### src/rtl/icache_ctrl_pkg.sv
// ============================================================================
//  Module      : icache_ctrl_pkg
//  Description : Shared geometry, address-field helpers and FSM encodings for
//                the direct-mapped instruction cache (8 lines x 4 words).
//  Revision    : 1.0 - initial release
// ============================================================================
`default_nettype none

package icache_ctrl_pkg;

  localparam int WORD_SIZE  = 16;
  localparam int ADDR_W     = 16;
  localparam int LINE_WORDS = 4;
  localparam int NUM_LINES  = 8;
  localparam int OFFSET_W   = 2;
  localparam int INDEX_W    = 3;
  localparam int TAG_W      = ADDR_W - INDEX_W - OFFSET_W;

  localparam logic [1:0] ST_IDLE  = 2'd0;
  localparam logic [1:0] ST_FETCH = 2'd1;
  localparam logic [1:0] ST_FILL  = 2'd2;

  typedef logic [WORD_SIZE-1:0]                  word_t;
  typedef logic [LINE_WORDS-1:0][WORD_SIZE-1:0]  line_t;

  function automatic logic [TAG_W-1:0] addr_tag(input logic [ADDR_W-1:0] a);
    return a[ADDR_W-1 -: TAG_W];
  endfunction

  function automatic logic [INDEX_W-1:0] addr_index(input logic [ADDR_W-1:0] a);
    return a[OFFSET_W +: INDEX_W];
  endfunction

  function automatic logic [OFFSET_W-1:0] addr_offset(input logic [ADDR_W-1:0] a);
    return a[OFFSET_W-1:0];
  endfunction

endpackage

`default_nettype wire

### src/rtl/icache_line_array.sv
// ============================================================================
//  Module      : icache_line_array
//  Description : Tag, valid and data storage of the instruction cache.
//                One asynchronous read port, one synchronous write port.
//  Ports       : Clk, Reset_N      - clock, async active-low reset (valid only)
//                clear_all         - invalidate every line on this edge
//                rd_index          - read port line select
//                rd_valid/tag/line - read port contents
//                wr_en/index/tag/line - line write, sets the line valid
//  Revision    : 1.0 - initial release
// ============================================================================
`default_nettype none

module icache_line_array
  import icache_ctrl_pkg::*;
(
  input  logic               Clk,
  input  logic               Reset_N,
  input  logic               clear_all,
  input  logic [INDEX_W-1:0] rd_index,
  output logic               rd_valid,
  output logic [TAG_W-1:0]   rd_tag,
  output line_t              rd_line,
  input  logic               wr_en,
  input  logic [INDEX_W-1:0] wr_index,
  input  logic [TAG_W-1:0]   wr_tag,
  input  line_t              wr_line
);

  logic [NUM_LINES-1:0] valid;
  logic [TAG_W-1:0]     tags  [NUM_LINES];
  line_t                lines [NUM_LINES];

  // A write in the same cycle as a clear still lands valid: the line being
  // filled comes from read-only instruction memory, so it cannot be stale.
  always_ff @(posedge Clk or negedge Reset_N) begin
    if (!Reset_N) begin
      valid <= '0;
    end else begin
      if (clear_all) valid <= '0;
      if (wr_en)     valid[wr_index] <= 1'b1;
    end
  end

  always_ff @(posedge Clk) begin
    if (wr_en) begin
      tags[wr_index]  <= wr_tag;
      lines[wr_index] <= wr_line;
    end
  end

  assign rd_valid = valid[rd_index];
  assign rd_tag   = tags[rd_index];
  assign rd_line  = lines[rd_index];

endmodule

`default_nettype wire

### src/rtl/icache_ctrl.sv
// ============================================================================
//  Module      : icache_ctrl
//  Description : Direct-mapped instruction cache controller with 0-cycle hit,
//                line refill FSM (IDLE/FETCH/FILL) and hit/miss counters.
//  Ports       : Clk, Reset_N               - clock, async active-low reset
//                cpu_readM/cpu_address      - CPU fetch request (level)
//                cpu_data/cpu_ready         - fetch result, same-cycle on hit
//                flush                      - invalidate all lines
//                readM/address              - memory line read request
//                data1..data4/mem_ready     - memory line response
//                hit_count/miss_count       - wrapping performance counters
//  Revision    : 1.0 - initial release
// ============================================================================
`default_nettype none

module icache_ctrl
  import icache_ctrl_pkg::*;
(
  input  logic              Clk,
  input  logic              Reset_N,
  input  logic              cpu_readM,
  input  logic [ADDR_W-1:0] cpu_address,
  output word_t             cpu_data,
  output logic              cpu_ready,
  input  logic              flush,
  output logic              readM,
  output logic [ADDR_W-1:0] address,
  input  word_t             data1,
  input  word_t             data2,
  input  word_t             data3,
  input  word_t             data4,
  input  logic              mem_ready,
  output logic [15:0]       hit_count,
  output logic [15:0]       miss_count
);

  logic [1:0]        state;
  logic [ADDR_W-1:0] line_addr;
  line_t             fill_line;

  logic              rd_valid;
  logic [TAG_W-1:0]  rd_tag;
  line_t             rd_line;
  logic              hit;
  logic              miss;

  icache_line_array u_array (
    .Clk       (Clk),
    .Reset_N   (Reset_N),
    .clear_all (flush),
    .rd_index  (addr_index(cpu_address)),
    .rd_valid  (rd_valid),
    .rd_tag    (rd_tag),
    .rd_line   (rd_line),
    .wr_en     (state == ST_FILL),
    .wr_index  (addr_index(line_addr)),
    .wr_tag    (addr_tag(line_addr)),
    .wr_line   (fill_line)
  );

  // Lookup only in IDLE; the pending request after FILL re-enters here and
  // is served (and counted) as an ordinary hit.
  assign hit  = (state == ST_IDLE) && cpu_readM && rd_valid &&
                (rd_tag == addr_tag(cpu_address));
  assign miss = (state == ST_IDLE) && cpu_readM && !hit;

  assign cpu_ready = hit;
  assign cpu_data  = rd_line[addr_offset(cpu_address)];
  assign readM     = (state == ST_FETCH);
  assign address   = line_addr;

  always_ff @(posedge Clk or negedge Reset_N) begin
    if (!Reset_N) begin
      state      <= ST_IDLE;
      line_addr  <= '0;
      hit_count  <= '0;
      miss_count <= '0;
    end else begin
      case (state)
        ST_IDLE: begin
          if (miss) begin
            line_addr  <= {addr_tag(cpu_address), addr_index(cpu_address), 2'b00};
            miss_count <= miss_count + 16'd1;
            state      <= ST_FETCH;
          end
        end
        ST_FETCH: begin
          if (mem_ready) state <= ST_FILL;
        end
        ST_FILL: begin
          state <= ST_IDLE;
        end
        default: begin
          state <= ST_IDLE;
        end
      endcase
      if (hit) hit_count <= hit_count + 16'd1;
    end
  end

  // Line capture buffer is pure datapath and needs no reset.
  always_ff @(posedge Clk) begin
    if (state == ST_FETCH && mem_ready) begin
      fill_line <= {data4, data3, data2, data1};
    end
  end

endmodule

`default_nettype wire
### config.mk
export PLATFORM = sky130hd
export DESIGN_NAME = icache_ctrl
export DESIGN_NICKNAME = d
export VERILOG_FILES = /design/src/rtl/icache_ctrl_pkg.sv /design/src/rtl/icache_line_array.sv /design/src/rtl/icache_ctrl.sv
export SDC_FILE = /design/constraint.sdc
export NUM_CORES = 1
export LEC_CHECK = 0
export ABC_CLOCK_PERIOD_IN_PS = 8200
export BUFFER_PORTS_ARGS = -buffer_cell sky130_fd_sc_hd__buf_2
export CAP_MARGIN = 20
export CORE_ASPECT_RATIO = 0.75
export CORE_MARGIN = 1.5
export CORE_UTILIZATION = 30
export DETAILED_ROUTE_END_ITERATION = 10
export PLACE_DENSITY = 0.47
export REMOVE_ABC_BUFFERS = 1
export SYNTH_ARGS = -nofsm -noshare
export SYNTH_HDL_FRONTEND = slang
export SYNTH_SLANG_ARGS = --single-unit
### constraint.sdc
create_clock -name Clk -period 8.2 [get_ports Clk]
set_input_delay 0.41 -clock Clk [delete_from_list [all_inputs] [get_ports Clk]]
set_output_delay 0.41 -clock Clk [all_outputs]
set_load 0.005 [all_outputs]
; Word level (Yosys, flattened, before mapping)
; Memory sizes are Yosys's and may differ from the RTL's.
; Index checks and enable logic that the tools add are counted.
; W data, S select, Z words.
[word_totals]
reg_bits = 120
input_bits = 85
out_inout_bits = 66
mem_count = 2
mem_bits_rw = 600
word_cells = 46
[mem_list]
columns = memory, words, width, read_ports, rd_ports_with_merged_regs, write_ports, line
row1 = u_array.lines, 8, 64, 1, 0, 1, icache_line_array.sv:32  ; line_t lines [NUM_LINES];
row2 = u_array.tags, 8, 11, 1, 0, 1, icache_line_array.sv:31  ; logic [TAG_W-1:0] tags [NUM_LINES];
[classes]
mux = 13
order_cmp = 4
addsub = 2
n_eq_ne = 5
n_reduce_logical = 10
bitwise = 1
[ops]
columns = operator, count
row1 = $add A16 B1 Y16 const B, 2
row2 = $bmux W16 S2, 1
row3 = $mux W16, 1
row4 = $mux W8, 2
row5 = $eq A11 B11 Y1, 1
row6 = $lt A3 B4 Y1 const B, 2
row7 = $or A8 B8 Y8, 1
row8 = $logic_and A1 B1 Y1, 6
row9 = $mux W1, 4
row10 = $mux W2, 2
row11 = $pmux W2 S2, 1
row12 = $reduce_and A2 Y1, 2
row13 = $bmux W1 S3, 1
row14 = $demux W1 S3, 1
row15 = $ge A3 B1 Y1 const B, 1
row16 = $lt A2 B3 Y1 const B, 1
row17 = $eq A2 B1 Y1 const B, 1
row18 = $eq A2 B2 Y1 const B, 1
row19 = $logic_not A2 Y1, 1
row20 = $ne A2 B1 Y1 const B, 1
row21 = $ne A2 B2 Y1 const B, 1
row22 = $logic_not A1 Y1, 1

; Longest topological paths before layout
[depth]
ltp_word = 8
ltp_mapped = 10
depth_no_buf = 7

; Cells and area by module
; A second synthesis with hierarchy kept.
[hier_totals]
cells_unflattened = 1188
area_unflattened_um2 = 27447.6
[by_module_without_submodules]
columns = module, seq_area_each_um2, area_per_inst_um2, n_inst, cells_per_inst
row1 = icache_line_array, 18217.5, 22894.5, 1, 909
row2 = icache_ctrl, 3123.0, 4553.1, 1, 279

; Least setup slack after synthesis
; No wires, ideal clock.
[synth_timing]
path_type = flip-flop to flip-flop
start = reg line_addr[2] (netlist: address[2])
end = mem u_array.lines[0][0] (netlist bit), enable pin
setup_time_ns = 0.603
synth_period_minus_slack_ns = 6.632
path_slack_ns = 1.568
path_buffers = 0
path_stages_with_launch = 3
t_arrival_ns = 6.029
required_time_ns = 7.597
path_cell_list = dfrtp_1 > or3b_2 > nor3_1
[synth_lines]
columns = item, line
row1 = from (decl), icache_ctrl.sv:38  ; logic [ADDR_W-1:0] line_addr;
row2 = from (signal assigned), icache_ctrl.sv:82  ; line_addr <= {addr_tag(cpu_address), addr_index(cpu_address), 2'b00};
row3 = to (decl), icache_line_array.sv:32
; No word-level cell before the write port.

; Worst setup path in the final report
[layout_timing]
start = in cpu_address[3]
end = out cpu_data[12]
[layout_via]
elab_chain_len = 3
[layout_rtl]
columns = item, line
row1 = from (decl), icache_ctrl.sv:22  ; input logic [ADDR_W-1:0] cpu_address,
row2 = $mem_v2 Z8 W64, n/a
row3 = $bmux W16 S2, icache_ctrl.sv:68  ; assign cpu_data = rd_line[addr_offset(cpu_address)];
row4 = $mux W16 (not written as such), icache_ctrl.sv:68
row5 = to (decl), icache_ctrl.sv:23  ; output word_t cpu_data,
; Every way passes these cells. The select of a mux whose other input is x is not followed.

==> run summary <==
======================================================================================
Count of port buffers added during placement                                       148
Maximum fanout along the worst path                                                 39
Final weighted congestion in routability-driven placement                        0.716
Post-detailed-route count of antenna-violating nets                                  0
Share of final-layout standard cells stronger than drive strength 1              34.0%
Yosys warnings                                                                       0
Post-DR vias/cell                                                                 4.61
Final setup fails                                                                    0
Num CTS Buffers                                                                     76
Rel. slew slack                                                                  30.4%
Wire length of the first global-routing pass                                  91800 um
Synthesized-area fraction occupied by adder cells                              0.0918%
Total of fill cells in the finished design                                        8201
Share of the yosys chip area belonging to registers                              78.3%
Max Clk Rate                                                                   261 MHz
Main combinational cell family by area after synthesis                    multiplexers
Count of instances resized after the clock tree is built                             0
Syn Area/Cell                                                               23.5 sq um
Largest net degree at the start of global routing                                   93
Final critical-path required period                                            3840 ps
Post-Synth Simple-Gate Area                                                      1.92%
Xor/xnor share of the synthesized area                                           1.25%
Root buffer cell                                                             clkbuf_16
Boundary pin count                                                                 151
Static leakage                                                               0.0109 uW
Number of pins exceeding their max-slew limit in the final report                    0
Clk pin slew, worst setup/hold paths                                             60 ps
Number of levels the H-tree was split into                                           3
Global router's overall resource usage                                           13.6%
Startpoint Class                                                          primary input
Count of clock tree sinks                                                          720
Residual overflow from global routing                                                0
Chip height                                                                     264 um
Number of setup buffers added after CTS                                              0
Cells after Synth                                                                 1158
Skew-Pair Late Insertion Delay                                                  630 ps
Number of vias after detailed routing                                            12400
Number of max-capacitance violations reported                                        0
Classification of the worst setup path                                    primary input to primary output
Area growth from synthesis to final layout                                       19.7%
Worst-case clock skew                                                          36.3 ps
Horiz. Die Dim                                                                  351 um
Post-synthesis register bit count                                                  720
Area share of the largest cell type after synthesis                              73.2%
Number of distinct standard cells referenced by the synthesized netlist             41
Cell with the most instances after synthesis                                  edfxtp_1
Power per Cell Area                                                        261 mW/mm^2
Core area                                                                 0.0897 sq mm
Area occupied by registers                                                0.0213 sq mm
Detailed-route wire length                                                    61600 um
Most instantiated cells after synthesis                                   edfxtp_1 (664), mux4_2 (179), dfrtp_1 (56)
Initial antenna violation count                                                      2
HPWL after detailed placement                                                 32500 um
Fraction of registers with async set/reset                                       7.78%
Pwr Total                                                                      8520 uW
Routed length per placed instance                                              22.9 um
Hold bufs inserted after CTS                                                        63
Buffers from clock root to sink, at most                                             3
Fraction of the mapped netlist area in compound gates                           0.528%
Crit path capture type                                                    primary output
CP max stage delay                                                              660 ps
Library cell contributing the largest single delay on the critical path          buf_4
Area leader, netlist                                                          edfxtp_1
DRC                                                                                  0
DIE AREA                                                                  0.0927 sq mm
Fin crit share                                                                   46.8%
Initial cell density of the core                                                 30.4%
Top cells by area, synth                                                  edfxtp_1 (73%), mux4_2 (15%), dfrtp_1 (5.1%)
First drt pass iteration count                                                       5
Maximum ir drop on the vdd rail                                               0.148 mV
Number of hold-slack violations in the final timing report                           0
Number of global-route vias before repair                                        13500
Worst path cell trace                                                     buf_6 -> buf_4 -> buf_4 -> mux4_2 -> mux4_2 -> mux2_2 -> buf_2
Class of the worst hold path                                              primary input to flop
Worst Max-Slew Pin Slew                                                        1040 ps
Post-Synthesis Cell Area                                                  0.0272 sq mm
Worst EP required                                                              7790 ps
Row Count                                                                           95
Run status                                                                complete, no violations
Footprint of the multi-input gates                                        0.00573 sq mm
Iter 0 DRT Violations                                                              778
CP Data Arrival Time                                                           3430 ps
Final net count                                                                   1509
Utilization of the core after routing                                            36.4%
Count of flip-flops with a built-in enable after synthesis                         664
Setup repair after global routing missed its margin                                 no
Final-layout setup total negative slack                                           0 ps
CTS tree                                                                           yes
Dominant register cell in the synthesized netlist                             edfxtp_1
Proportion of synthesized area in mux cells                                      17.0%
======================================================================================
==> flip-flops by register name (all words and copies together) (netlist names) <==
register / cells
u_array.tags: 88
u_array.lines: 512
u_array.valid: 8
hit_count: 16
state: 2
miss_count: 16
address: 14
fill_line: 64
==> routing by layer <==
layer,vias up,track usage [%],share of wire (%)
met5,-,0,0
met4,0,3.77,2.1
met3,96,2.31,3.5
met2,222,22.3,49
met1,6662,18.6,45
li1,5428,-,-
==> worst max-delay path: cells and delay by family <==
kind     cells  cell delay [ps]
buf+inv      4             1730
mux          3             1180
==> through the flow <==
step,setup slack (ps),cell area (sq um),cells,hold slack (ps)
3_3_place_gp,4020,29600,2493,456
6_report,4360,32600,2691,45.2
4_1_cts,4270,32600,2690,0.128
3_5_place_dp,3970,29600,2493,457
2_1_floorplan,1570,27000,1108,114
5_1_grt,4210,32600,2690,20.9
==> path summary, 6_finish.rpt <==
kind	cells after the start	end	slack, ps	startpoint
setup reg to reg	8	address[2]$_DFFE_PN0P_	5060	u_array.tags[7][3]$_DFFE_PP_
hold / removal	2	state[1]$_DFFE_PN0P_	50	mem_ready
setup / recovery	7	cpu_data[12]	4360	cpu_address[3]
max in group asynchronous	3	u_array.valid[6]$_DFF_PN0_	7220	Reset_N
hold reg to reg	1	miss_count[15]$_DFFE_PN0P_	470	miss_count[15]$_DFFE_PN0P_
min in group asynchronous	3	miss_count[14]$_DFFE_PN0P_	470	Reset_N
==> placed cells by master, fill, tap and decap left out, types with 8 or more instances in the layout <==
| cell | count |
|---|---|
| edfxtp_1 | 664 |
| mux4_2 | 179 |
| buf_2 | 145 |
| clkbuf_16 | 79 |
| dlygate4sd3_1 | 63 |
| dfrtp_1 | 56 |
| xor2_1 | 27 |
| buf_4 | 25 |
| mux2_2 | 24 |
| mux2i_1 | 21 |
| clkinv_1 | 16 |
| nand2_1 | 13 |
| xnor2_1 | 12 |
| nand3_1 | 12 |
| clkbuf_1 | 12 |
| nand4_1 | 11 |
| nor3_1 | 11 |
| a21o_1 | 9 |
| clkinv_2 | 9 |
| mux2_4 | 8 |
==> where the power goes <==
group	leakage (uW)	internal, uW	total (uW)	switching (uW)
registers	0.00673	4330	4520	193
logic	0.00297	283	635	352
clock network	0.00118	1970	3370	1400
==> kinds of logic (layout without fill, tap and decap cells) <==
kind of cell	after synthesis	after routing
buffers and inverters	53	372
XOR/XNOR	39	39
flip-flops	720	720
AO/OA/AOI/OAI	19	19
other	1	3
adder cells (fa/ha/maj)	2	2
multiplexers	232	232
AND/OR/NAND/NOR	92	92
==> area by class of cell <==
type	instances	share of cell area (%)
Tap cell	1212	4.65
Antenna cell	1	0.00767
Clock buffer	93	6.28
Sequential cell	720	65.4
Inverter	2	0.0230
Timing Repair Buffer	236	4.87
Clock inverter	41	1.18
Multi-Input combinational cell	386	17.6
Power figures use the tool's default switching activity.
